## src/rtl/ov7670_fifo_pkg.sv

```systemverilog
// Shared types and default sizing for the OV7670 / AL422B frame-FIFO sequencer.
package ov7670_fifo_pkg;

    // Sequencer states: write side (ARM..WRITE), then read side (RRST..DONE).
    typedef enum logic [3:0] {
        ST_IDLE    = 4'd0,
        ST_ARM     = 4'd1,
        ST_WRST    = 4'd2,
        ST_WRITE   = 4'd3,
        ST_RRST    = 4'd4,
        ST_READ_HI = 4'd5,
        ST_READ_LO = 4'd6,
        ST_HOLD    = 4'd7,
        ST_DONE    = 4'd8
    } state_e;

    // Frame sizes in bytes for the RGB565 output formats.
    localparam int QVGA_RGB565_BYTES = 153600;  // 320 x 240 x 2
    localparam int VGA_RGB565_BYTES  = 614400;  // 640 x 480 x 2

    // Pointer-reset pulse lengths.
    localparam int DEF_WRST_CYCLES = 4;
    localparam int DEF_RRST_CYCLES = 4;

    // Width of the shared phase counter used in WRST and RRST.
    localparam int CYC_W = 16;

endpackage

```

## src/rtl/ov7670_fifo_ctrl_vsync_sync_edge.sv

```systemverilog
// Two-flop synchronizer for the camera VSYNC pin plus a registered rising-edge
// detector. The rise output is high for one cycle, three clk25 edges after the
// pin rises; a third flop supplies the "previous" value so a short glitch can
// never produce two edges.
module vsync_sync_edge (
    input  logic clk25,
    input  logic reset_n,
    input  logic async_in,
    output logic rise
);

    logic sync1_r;
    logic sync2_r;
    logic sync3_r;

    // Synchronize the pin and register a single-cycle pulse on its rising edge.
    always_ff @(posedge clk25 or negedge reset_n) begin
        if (!reset_n) begin
            sync1_r <= 1'b0;
            sync2_r <= 1'b0;
            sync3_r <= 1'b0;
            rise    <= 1'b0;
        end else begin
            sync1_r <= async_in;
            sync2_r <= sync1_r;
            sync3_r <= sync2_r;
            rise    <= sync2_r & ~sync3_r;
        end
    end

endmodule

```

## src/rtl/ov7670_fifo_ctrl.sv

```systemverilog
// Frame-capture sequencer for the OV7670 camera's AL422B frame FIFO.
// On capture_start it waits for VSYNC, resets the FIFO write pointer, enables
// writes for exactly one frame, then resets the read pointer and drains the
// frame byte by byte onto a valid/ready stream with sof/eof markers.
// Build option: define OV7670_FIFO_CTRL_CONTINUOUS_EN to re-arm after every
// frame (back-to-back capture, busy stays high until reset).
module ov7670_fifo_ctrl
    import ov7670_fifo_pkg::*;
#(
    parameter int FRAME_BYTES = QVGA_RGB565_BYTES,
    parameter int WRST_CYCLES = DEF_WRST_CYCLES,
    parameter int RRST_CYCLES = DEF_RRST_CYCLES
) (
    input  logic       clk25,
    input  logic       reset_n,
    input  logic       capture_start,
    input  logic       cam_vsync,
    input  logic [7:0] cam_data,
    output logic       cam_we,
    output logic       cam_wrst_n,
    output logic       cam_rrst_n,
    output logic       cam_oe_n,
    output logic       cam_rclk,
    output logic [7:0] m_data,
    output logic       m_valid,
    input  logic       m_ready,
    output logic       m_sof,
    output logic       m_eof,
    output logic       busy,
    output logic       frame_done
);

    localparam int CNT_W = $clog2(FRAME_BYTES);

    localparam logic [CNT_W-1:0] CNT_ZERO  = CNT_W'(0);
    localparam logic [CNT_W-1:0] CNT_ONE   = CNT_W'(1);
    localparam logic [CNT_W-1:0] LAST_BYTE = CNT_W'(FRAME_BYTES - 1);

    localparam logic [CYC_W-1:0] CYC_ZERO  = CYC_W'(0);
    localparam logic [CYC_W-1:0] CYC_ONE   = CYC_W'(1);
    // WRST counts whole cycles; RRST counts half periods of cam_rclk.
    localparam logic [CYC_W-1:0] WRST_LAST = CYC_W'(WRST_CYCLES - 1);
    localparam logic [CYC_W-1:0] RRST_LAST = CYC_W'(2 * RRST_CYCLES - 1);

    state_e           state_r;
    logic [CYC_W-1:0] cyc_r;
    logic [CNT_W-1:0] byte_cnt_r;
    logic             vs_rise_s;

    vsync_sync_edge u_vsync (
        .clk25    (clk25),
        .reset_n  (reset_n),
        .async_in (cam_vsync),
        .rise     (vs_rise_s)
    );

    // Sequencer: every FIFO pin and stream output is a register set on the
    // transition into the state that needs it.
    always_ff @(posedge clk25 or negedge reset_n) begin
        if (!reset_n) begin
            state_r    <= ST_IDLE;
            cyc_r      <= CYC_ZERO;
            byte_cnt_r <= CNT_ZERO;
            cam_we     <= 1'b0;
            cam_wrst_n <= 1'b1;
            cam_rrst_n <= 1'b1;
            cam_oe_n   <= 1'b1;
            cam_rclk   <= 1'b0;
            m_data     <= 8'h00;
            m_valid    <= 1'b0;
            m_sof      <= 1'b0;
            m_eof      <= 1'b0;
            busy       <= 1'b0;
            frame_done <= 1'b0;
        end else begin
            frame_done <= 1'b0;
            case (state_r)
                ST_IDLE: begin
                    if (capture_start) begin
                        busy    <= 1'b1;
                        state_r <= ST_ARM;
                    end
                end
                ST_ARM: begin
                    if (vs_rise_s) begin
                        cam_wrst_n <= 1'b0;
                        cyc_r      <= CYC_ZERO;
                        state_r    <= ST_WRST;
                    end
                end
                ST_WRST: begin
                    if (cyc_r == WRST_LAST) begin
                        cam_wrst_n <= 1'b1;
                        cam_we     <= 1'b1;
                        state_r    <= ST_WRITE;
                    end else begin
                        cyc_r <= cyc_r + CYC_ONE;
                    end
                end
                ST_WRITE: begin
                    // The next frame start closes the write window; the read
                    // reset begins with cam_rclk high so it ends low.
                    if (vs_rise_s) begin
                        cam_we     <= 1'b0;
                        cam_oe_n   <= 1'b0;
                        cam_rrst_n <= 1'b0;
                        cam_rclk   <= 1'b1;
                        cyc_r      <= CYC_ZERO;
                        byte_cnt_r <= CNT_ZERO;
                        state_r    <= ST_RRST;
                    end
                end
                ST_RRST: begin
                    byte_cnt_r <= CNT_ZERO;
                    if (cyc_r == RRST_LAST) begin
                        cam_rrst_n <= 1'b1;
                        cam_rclk   <= 1'b1;
                        state_r    <= ST_READ_HI;
                    end else begin
                        cam_rclk <= ~cam_rclk;
                        cyc_r    <= cyc_r + CYC_ONE;
                    end
                end
                ST_READ_HI: begin
                    cam_rclk <= 1'b0;
                    state_r  <= ST_READ_LO;
                end
                ST_READ_LO: begin
                    // A full cycle has passed since the rclk rise, so the
                    // FIFO output is settled.
                    m_data  <= cam_data;
                    m_valid <= 1'b1;
                    m_sof   <= (byte_cnt_r == CNT_ZERO);
                    m_eof   <= (byte_cnt_r == LAST_BYTE);
                    state_r <= ST_HOLD;
                end
                ST_HOLD: begin
                    if (m_ready) begin
                        m_valid <= 1'b0;
                        m_sof   <= 1'b0;
                        m_eof   <= 1'b0;
                        if (byte_cnt_r == LAST_BYTE) begin
                            frame_done <= 1'b1;
                            state_r    <= ST_DONE;
                        end else begin
                            byte_cnt_r <= byte_cnt_r + CNT_ONE;
                            cam_rclk   <= 1'b1;
                            state_r    <= ST_READ_HI;
                        end
                    end
                end
                ST_DONE: begin
                    cam_oe_n <= 1'b1;
`ifdef OV7670_FIFO_CTRL_CONTINUOUS_EN
                    state_r  <= ST_ARM;
`else
                    busy     <= 1'b0;
                    state_r  <= ST_IDLE;
`endif
                end
                default: begin
                    cam_we     <= 1'b0;
                    cam_wrst_n <= 1'b1;
                    cam_rrst_n <= 1'b1;
                    cam_oe_n   <= 1'b1;
                    cam_rclk   <= 1'b0;
                    m_valid    <= 1'b0;
                    m_sof      <= 1'b0;
                    m_eof      <= 1'b0;
                    busy       <= 1'b0;
                    state_r    <= ST_IDLE;
                end
            endcase
        end
    end

endmodule

```

## config.mk

```make
export PLATFORM = sky130hd
export DESIGN_NAME = ov7670_fifo_ctrl
export DESIGN_NICKNAME = d
export VERILOG_FILES = /design/src/rtl/ov7670_fifo_pkg.sv /design/src/rtl/ov7670_fifo_ctrl_vsync_sync_edge.sv /design/src/rtl/ov7670_fifo_ctrl.sv
export SDC_FILE = /design/constraint.sdc
export NUM_CORES = 1
export LEC_CHECK = 0
export BUFFER_PORTS_ARGS = -buffer_cell sky130_fd_sc_hd__clkbuf_2
export CORE_MARGIN = 1
export CORE_UTILIZATION = 40
export DETAILED_ROUTE_END_ITERATION = 10
export HOLD_SLACK_MARGIN = 0.08
export PLACE_DENSITY = 0.67
export REMOVE_ABC_BUFFERS = 1
export SKIP_LAST_GASP = 1
export SLEW_MARGIN = 20
export SYNTH_ARGS = -nofsm -noshare
export SYNTH_HDL_FRONTEND = slang
export SYNTH_SLANG_ARGS = --single-unit
```

## constraint.sdc

```tcl
create_clock -name clk25 -period 6 [get_ports clk25]
set_clock_uncertainty 0.15 [all_clocks]
set_input_delay 0.3 -clock clk25 [delete_from_list [all_inputs] [get_ports clk25]]
set_output_delay 0.3 -clock clk25 [all_outputs]
set_load 0.05 [all_outputs]
```

==> flow_summary.yaml, run 1 <==
clock_tree:
  cts_buffers: 9
  cts_resized: 0
  post_cts_buffers: 0
  cts_root_buf: "clkbuf_8"
  cts.path.max_buffers: 2
  clkTransAtPathRegs_ns: 0.07
  worstSkewPairLatency_ns: 0.34
  cts_tree: "done"
  cts_num_sinks: 60
  hold_buffers: 10
  htreeDepth: 3
route:
  dr.pass1.iters: 4
  drt-initial-drc-count: 240
  vias: 2723
  detail-route-antenna-nets: 0
  drc: 0
  wl_per_cell_um: 15.0
  viasPerCell: 5.60
  wirelength_mm: 7.29
setup_path:
  worstPathCellList: "nor4b_2 -> a21oi_1 -> nor2_1 -> nor2_1"
  worstSetupStartpoint: "state_r[2]$_DFFE_PN0P_"
  cp_max_fo: 22
  path_class: "flop to flop"
  critical_path_arrival_ns: 2.84
  crit_path_frequent_cell: "nor2_1"
  cp-start-kind: "flop"
  max_stage_delay_ns: 0.81
  cp_slowest_cell: "nor2_1"
  r2r_start: "state_r[2]$_DFFE_PN0P_"
  critical_path.endpoint_type: "flop"
  required_ns: 6.03
synthesis:
  postSynthAreaPerCell_um2: 9.43
  ys_seq_area_share_pct: 46.8
  netlist_top_cells_count: "dfrtp_1, nor2_1, o21ai_0, a21oi_1, nand2_1"
  ys_seq_elements: 60
  synth_cells: 341
  ys_warn_count: 0
  synth_area_leaders: "dfrtp_1, nor2_1, o21ai_0"
  synth_edf_count: 0
  yosys_most_used_dff: "dfrtp_1"
  synth_area_um2: 3210
  yosysTopAreaCellShare_pct: 44.4
  yosysTopAreaCell: "dfrtp_1"
  synth.most_common_cell: "dfrtp_1"
  ys_async_sr_fraction_pct: 100
  synth_cell_types: 55
timing:
  fin_hold_ws_ns: 0.143
  fmax_mhz: 356
  tns_ns: 0
  final-setup-viol-count: 0
  fin_crit_sh_pct: 46.8
  fin_crit_ns: 2.81
  final.setup.worst_slack_ns: 3.19
  hold_violations: 0
  max_slew.worst_pin.slew_ns: 1.00
  rsz0062_at_grt: "false"
  slew-limit-headroom_pct: 32.8
  drv_slew: 0
power_and_ir_drop:
  p_comb_share_pct: 35.6
  max-vdd-ir-drop_uv: 280
  switchingPower_mw: 0.596
  finalPower_mw: 1.46
  clkPwrFrac_pct: 25.7
  powerDensity_nw_per_um2: 387
  p_leak_nw: 1.62
  sequentialPowerShare_pct: 38.7
  intPower_mw: 0.861
  netSwitchingFraction_pct: 40.9
global_routing:
  grt_overflow: 0
  grt_pass1_wl_mm: 12.6
  grt_max_degree: 61
  grt.total_usage_pct: 19.0
  grt_pass1_vias: 2619
  antenna_found_initial: 0
floorplan:
  die_y_um: 91.6
  initial_core_util_pct: 41.4
  rows: 32
  die_w_um: 91.6
  die-area_um2: 8400
  core_area_um2: 7770
  io_pins: 31
placed_design:
  port_buffers: 30
  gp_congestion: 0.830
  pre_cts_slack_ns: 3.21
  dp_hpwl_mm: 4.87
job:
  drv_cap: 0
finish:
  diodes: 0
  areaGrowthSynthToFinish_pct: 17.2
  fillCellCount: 755
  layout.nets: 395
  drive_gt1_share_pct: 17.7
  finish.utilization_pct: 48.5
worst_hold_path:
  hold_path.class: "input pin to flop"
  holdCritStartpoint: "m_ready"
run_status:
  status: "completed"
## per-layer routing
metal | global-route usage, % | vias up | share of wire (%)
met3 | 4.23 | 15 | 5.6
li1 | - | 1332 | -
met4 | 9.92 | 0 | 2.5
met1 | 25.8 | 1286 | 48
met5 | 0 | - | 0
met2 | 28.4 | 90 | 44
## stage by stage
| step | cell area (um2) | instances |
|---|---|---|
| floorplan | 3160 | 327 |
| global placement | 3450 | 460 |
| detailed placement | 3460 | 460 |
| CTS | 3760 | 486 |
| global route | 3770 | 486 |
| finish | 3770 | 486 |
## power by group through the flow
stage	combinational, mW	clock (mW)	sequential, mW
2_1_floorplan	0.254	0	0.689
3_3_place_gp	0.503	0	0.563
3_5_place_dp	0.515	0	0.569
4_1_cts	0.520	0.382	0.563
5_1_grt	0.568	0.397	0.577
6_report	0.518	0.374	0.564
## sequential cells by signal, summed over array words and instances, names as in the netlist, 4 cells and up
register and count:
m_data 8, cyc_r 16, byte_cnt_r 18, state_r 4
## worst paths after layout
path / slack [ns] / depth (start not counted) / end
max in group asynchronous: 4.70 / 3 / byte_cnt_r[12]$_DFFE_PN0P_
worst min register to register: 0.20 / 0 / u_vsync.sync2_r$_DFF_PN0_
worst max register to register: 3.19 / 4 / byte_cnt_r[5]$_DFFE_PN0P_
worst max-delay path: 3.19 / 4 / byte_cnt_r[5]$_DFFE_PN0P_
min in group asynchronous: 0.49 / 3 / cyc_r[12]$_DFFE_PN0P_
worst min-delay path: 0.14 / 2 / state_r[3]$_DFFE_PN0P_
## cells by family (layout without fill, tap and decap cells)
logic type	count (synthesis)	in the layout	share of synthesized area, %
AO/OA/AOI/OAI	76	76	15.1
buffers and inverters	23	66	2.76
AND/OR/NAND/NOR	151	151	25.5
flip-flops	60	60	46.8
multiplexers	17	17	5.68
XOR/XNOR	11	11	3.00
adder cells (fa/ha/maj)	3	3	1.17
## placed cells by master, fill, tap and decap left out, drive strengths merged, types with 4 or more instances in the layout
cell,netlist,routed
a21oi,19,19
a31oi,6,6
and3,7,7
clkbuf,9,42
dfrtp,57,57
dlygate4sd3,0,10
inv,9,9
mux2,10,10
mux2i,7,7
nand2,18,18
nand2b,12,12
nand3,17,17
nand4,13,13
nor2,40,40
nor2b,4,4
nor3,11,11
nor4,8,8
nor4b,4,4
o21ai,26,26
o31ai,7,7
or3,5,5
xor2,8,8
## area by class of cell
cell class                      count  area, um2  area share, %
Inverter                            9       33.8          0.896
Tap cell                          102        128           3.39
Clock inverter                      4       48.8           1.29
Sequential cell                    60       1510           39.9
Multi-Input combinational cell    258       1640           43.5
Clock buffer                       12        155           4.12
Timing Repair Buffer               41        258           6.84
## critical path, delay by kind of cell (launching register included)
kind / cells / cell delay (ns)
simple gates: 3 / 1.50
compound gates: 1 / 0.23
flops: 1 / 0.76
(Power assumes the default switching activity.)
==> run 2, diff against run 1 <==
--- a/config.mk
+++ b/config.mk
@@ -10,7 +10,7 @@
 export CORE_UTILIZATION = 40
 export DETAILED_ROUTE_END_ITERATION = 10
 export HOLD_SLACK_MARGIN = 0.08
-export PLACE_DENSITY = 0.67
+export PLACE_DENSITY = 0.69
 export REMOVE_ABC_BUFFERS = 1
 export SKIP_LAST_GASP = 1
 export SLEW_MARGIN = 20
==> constraint.sdc (replaced) <==
create_clock -name clk25 -period 2.5 [get_ports clk25]
set_clock_uncertainty 0.15 [all_clocks]
set_input_delay 0.125 -clock clk25 [delete_from_list [all_inputs] [get_ports clk25]]
set_output_delay 0.125 -clock clk25 [all_outputs]
set_load 0.05 [all_outputs]
==> flow_summary.yaml, run 2 (synthesis results as in run 1) <==
finish:
  drive_gt1_share_pct: 21.0
  layout.nets: 415
  reg_top3: "byte_cnt_r: 18 flops, cyc_r: 16 flops, m_data: 8 flops"
  final_common_cell: "dfrtp_1"
  areaGrowthSynthToFinish_pct: 22.3
  final_cell_mix: "dfrtp_1, nor2_1, clkbuf_2"
  finish.utilization_pct: 50.6
  regMostFlops: "byte_cnt_r"
  largest_reg_flops: 18
  fillCellCount: 723
  stdcell_count: 506
  diodes: 0
  final_area_um2: 3930
power_and_ir_drop:
  powerDensity_nw_per_um2: 929
  finalPower_mw: 3.65
  p_leak_nw: 1.70
  max-vdd-ir-drop_uv: 628
route:
  route.met2.wl_mm: 3.26
  viasPerCell: 5.60
  route.met3.wl_um: 414
  drt-initial-drc-count: 336
  wl_per_cell_um: 14.7
  top_layer: "met4"
  wirelength_mm: 7.42
  dr.pass1.iters: 5
  drc: 0
  vias: 2833
  detail-route-antenna-nets: 0
  met1_length_mm: 3.63
floorplan:
  initial_core_util_pct: 41.4
  die-area_um2: 8400
  die_y_um: 91.6
  rows: 32
  core_area_um2: 7770
  io_pins: 31
  die_w_um: 91.6
clock_tree:
  clkTransAtPathRegs_ns: 0.07
  post_cts_buffers: 0
  htreeDepth: 3
  cts_num_sinks: 60
  cts_tree: "done"
  cts_buffers: 9
  worstSkewPairLatency_ns: 0.34
  cts_root_buf: "clkbuf_8"
  cts.path.max_buffers: 2
global_routing:
  grt_max_degree: 33
  grt.total_usage_pct: 19.4
  grt_pass1_wl_mm: 12.9
  antenna_found_initial: 0
  grt_overflow: 0
  grt_pass1_vias: 2725
timing:
  tns_ns: 0
  fmax_mhz: 424
  hold_violations: 0
  fin_crit_ns: 2.36
  final-setup-viol-count: 0
  max_slew.worst_pin.slew_ns: 0.754
  fin_crit_sh_pct: 94.4
  slew-limit-headroom_pct: 49.8
  final.setup.worst_slack_ns: 0.139
  rsz0062_at_grt: "false"
  drv_slew: 0
  fin_hold_ws_ns: 0.205
placed_design:
  port_buffers: 30
  pre_cts_slack_ns: 0.186
  dp_hpwl_mm: 5.07
  place_inst: 478
  gp_congestion: 0.828
  placed_area_um2: 3600
setup_path:
  critical_path.endpoint_type: "flop"
  path_class: "flop to flop"
  cp_max_fo: 8
  reg2reg_depth: 5
  required_ns: 2.58
  cp-start-kind: "flop"
  critical_path_arrival_ns: 2.44
  reg2reg_setup_slack_ns: 0.14
worst_hold_path:
  hold_depth: 0
  hold_path.class: "flop to flop"
job:
  drv_cap: 0
run_status:
  status: "completed"
-- run 2: layer usage --
metal  track usage (%)  vias to the layer above
li1                  -                     1376
met1              28.0                     1361
met2              28.3                       83
met3              4.89                       13
met4              6.48                        0
met5                 0                        -
-- run 2: area by class of cell --
type	instances	area (um2)	share of cell area [%]
flip-flops and latches	60	1510	38.3
multi-input cells	258	1630	41.5
well taps	102	128	3.25
repair buffers	61	425	10.8
inverters	9	33.8	0.859
clock buffers	15	176	4.49
clock inverters	1	30.0	0.764
-- run 2: power breakdown --
group | internal (mW) | total (mW) | switching [mW]
Clock | 0.544 | 0.917 | 0.373
Sequential | 1.14 | 1.30 | 0.162
Combinational | 0.509 | 1.43 | 0.923
-- run 2: what timing repair did --
| item | in CTS | in global routing |
|---|---|---|
| hold endpoints to repair | 40 | 0 |
| endpoints found under the setup margin | 0 | 6 |
| resized for setup | 0 | 2 |
| hold buffers | 12 | 0 |
-- run 2: worst max-delay path, stage by stage, from the launching register on --
cell	delay, ns
dfrtp_1	0.45
nor4_1	0.54
nand4_1	0.32
a22oi_2	0.44
nand2b_1	0.25
o31ai_1	0.09
-- run 2: path summary, 6_finish.rpt --
path,from,end
max,cyc_r[9]$_DFFE_PN0P_,cyc_r[14]$_DFFE_PN0P_
min,u_vsync.sync1_r$_DFF_PN0_,u_vsync.sync2_r$_DFF_PN0_
max reg2reg,cyc_r[9]$_DFFE_PN0P_,cyc_r[14]$_DFFE_PN0P_
min reg2reg,u_vsync.sync1_r$_DFF_PN0_,u_vsync.sync2_r$_DFF_PN0_
max in group asynchronous,reset_n,cam_oe_n$_DFFE_PN1P_
min in group asynchronous,reset_n,byte_cnt_r[8]$_DFFE_PN0P_
==> run 3, diff against run 2 <==
--- a/config.mk
+++ b/config.mk
@@ -7,10 +7,10 @@
 export LEC_CHECK = 0
 export BUFFER_PORTS_ARGS = -buffer_cell sky130_fd_sc_hd__clkbuf_2
 export CORE_MARGIN = 1
-export CORE_UTILIZATION = 40
+export CORE_UTILIZATION = 33
 export DETAILED_ROUTE_END_ITERATION = 10
 export HOLD_SLACK_MARGIN = 0.08
-export PLACE_DENSITY = 0.69
+export PLACE_DENSITY = 0.6
 export REMOVE_ABC_BUFFERS = 1
 export SKIP_LAST_GASP = 1
 export SLEW_MARGIN = 20
==> flow_summary.yaml, run 3 (synthesis results as in run 1) <==
run_status:
  status: "completed"
setup_path:
  required_ns: 2.57
  critical_path.endpoint_type: "flop"
  worstPathCellList: "or4_4 -> or4_4 -> nor2_4 -> a31oi_1 -> mux2_1"
  reg2reg_setup_slack_ns: 0.16
  cp_max_fo: 5
  critPathTopFamily: "simple AND/OR/NAND/NOR gates"
  cp.depth: 5
  max_stage_delay_ns: 0.58
  critical_path_arrival_ns: 2.41
  cp-start-kind: "flop"
  r2r_end: "cam_rclk$_DFFE_PN0P_"
  reg2reg_depth: 5
  cp_num_buf_inv: 0
  crit_path_frequent_cell: "or4_4"
  path_class: "flop to flop"
  r2r_start: "byte_cnt_r[13]$_DFFE_PN0P_"
  cp_slowest_cell: "or4_4"
timing:
  fin_crit_sh_pct: 93.6
  final.setup.worst_slack_ns: 0.160
  max_slew.worst_pin.slew_ns: 0.745
  hold_violations: 0
  drv_slew: 0
  fin_hold_ws_ns: 0.202
  fin_crit_ns: 2.34
  slew-limit-headroom_pct: 50.3
  rsz0062_at_grt: "false"
  final-setup-viol-count: 0
  fmax_mhz: 427
  tns_ns: 0
finish:
  final_common_cell: "dfrtp_1"
  areaGrowthSynthToFinish_pct: 22.4
  reg_top3: "byte_cnt_r: 18 flops, cyc_r: 16 flops, m_data: 8 flops"
  regMostFlops: "byte_cnt_r"
  drive_gt1_share_pct: 20.8
  final_cell_mix: "dfrtp_1, nor2_1, clkbuf_2"
  largest_reg_flops: 18
  diodes: 0
  layout.nets: 416
global_routing:
  grt_busiest_layer: "met2"
  grt_pass1_vias: 2691
  met3_usage_pct: 3.12
  grt_overflow: 0
  gr-usage-met1_pct: 23.5
  antenna_found_initial: 0
  grt_use_met2_pct: 26.0
  grt.total_usage_pct: 17.1
  grt_pass1_wl_mm: 13.4
  grt_max_degree: 29
clock_tree:
  cts_root_buf: "clkbuf_8"
  cts_buffers: 9
  clkTransAtPathRegs_ns: 0.06
  post_cts_buffers: 0
  cts_tree: "done"
  htreeDepth: 3
  cts_num_sinks: 60
  cts.path.max_buffers: 2
  worstSkewPairLatency_ns: 0.34
floorplan:
  die_w_um: 101
  initial_core_util_pct: 34.5
  io_pins: 31
  rows: 35
  die_y_um: 101
  core_area_um2: 9330
  die-area_um2: 10100
placed_design:
  dp_hpwl_mm: 5.47
  pre_cts_slack_ns: 0.166
  gp_congestion: 0.826
  port_buffers: 30
route:
  drt-initial-drc-count: 166
  dr.pass1.iters: 4
  wirelength_mm: 7.81
  drc: 0
  wl_per_cell_um: 14.6
  detail-route-antenna-nets: 0
  viasPerCell: 5.29
  vias: 2821
worst_hold_path:
  hold_end: "u_vsync.sync2_r$_DFF_PN0_"
  hold_path.class: "flop to flop"
  hold_depth: 0
  holdCritStartpoint: "u_vsync.sync1_r$_DFF_PN0_"
power_and_ir_drop:
  p_leak_nw: 1.70
  powerDensity_nw_per_um2: 910
  max-vdd-ir-drop_uv: 598
job:
  drv_cap: 0
run 3: changes by cell type in the layout (fill, tap and decap cells not counted):
cell,previous run,this run
buf_12,1,0
buf_4,18,20
clkbuf_8,12,10
clkinv_2,0,1
nor2_1,37,38
nor2_2,2,1
run 3: power breakdown:
group | total (mW) | internal, mW | switching (mW)
clock | 0.861 | 0.482 | 0.379
combinational | 1.42 | 0.493 | 0.924
sequential | 1.30 | 1.14 | 0.161
run 3: worst max path at each step:
stage / start / to / slack (ns)
4_1_cts: state_r[2]$_DFFE_PN0P_ / cyc_r[1]$_DFFE_PN0P_ / 0.14
3_5_place_dp: byte_cnt_r[13]$_DFFE_PN0P_ / cam_rclk$_DFFE_PN0P_ / 0.17
3_3_place_gp: byte_cnt_r[13]$_DFFE_PN0P_ / cam_rclk$_DFFE_PN0P_ / 0.19
6_report: byte_cnt_r[13]$_DFFE_PN0P_ / cam_rclk$_DFFE_PN0P_ / 0.16
2_1_floorplan: state_r[2]$_DFFE_PN0P_ / m_data[0]$_DFFE_PN0P_ / -0.09
5_1_grt: cyc_r[8]$_DFFE_PN0P_ / cyc_r[3]$_DFFE_PN0P_ / 0.03
run 3: area by class of cell:
class                      instances  area, um2
inverter                           9       33.8
fill                             939       5390
clock buffer                      13        149
tap                              129        161
timing repair buffer              62        420
sequential                        60       1510
multi-input combinational        258       1630
clock inverter                     2       35.0
run 3: metrics by stage:
stage	area, um2	cells	power (mW)	utilization [%]
detailed placement	3630	506	2.72	38.9
floorplan	3160	327	2.26	-
finish	3940	533	3.58	42.2
CTS	3930	533	3.61	42.1
global route	3940	533	3.81	42.2
global placement	3630	506	2.69	38.9
run 3: routing by layer:
layer,wire length (um),part of all wire [%],up-vias
li1,-,-,1373
met1,3780,48,1363
met2,3540,45,75
met3,356,4.6,10
met4,131,1.7,0
met5,0,0,-
run 3: timing repair:
item	CTS	global route
hold endpoints to repair	35	0
setup endpoints to repair	0	14
resized for setup	0	1
hold buffers	12	0
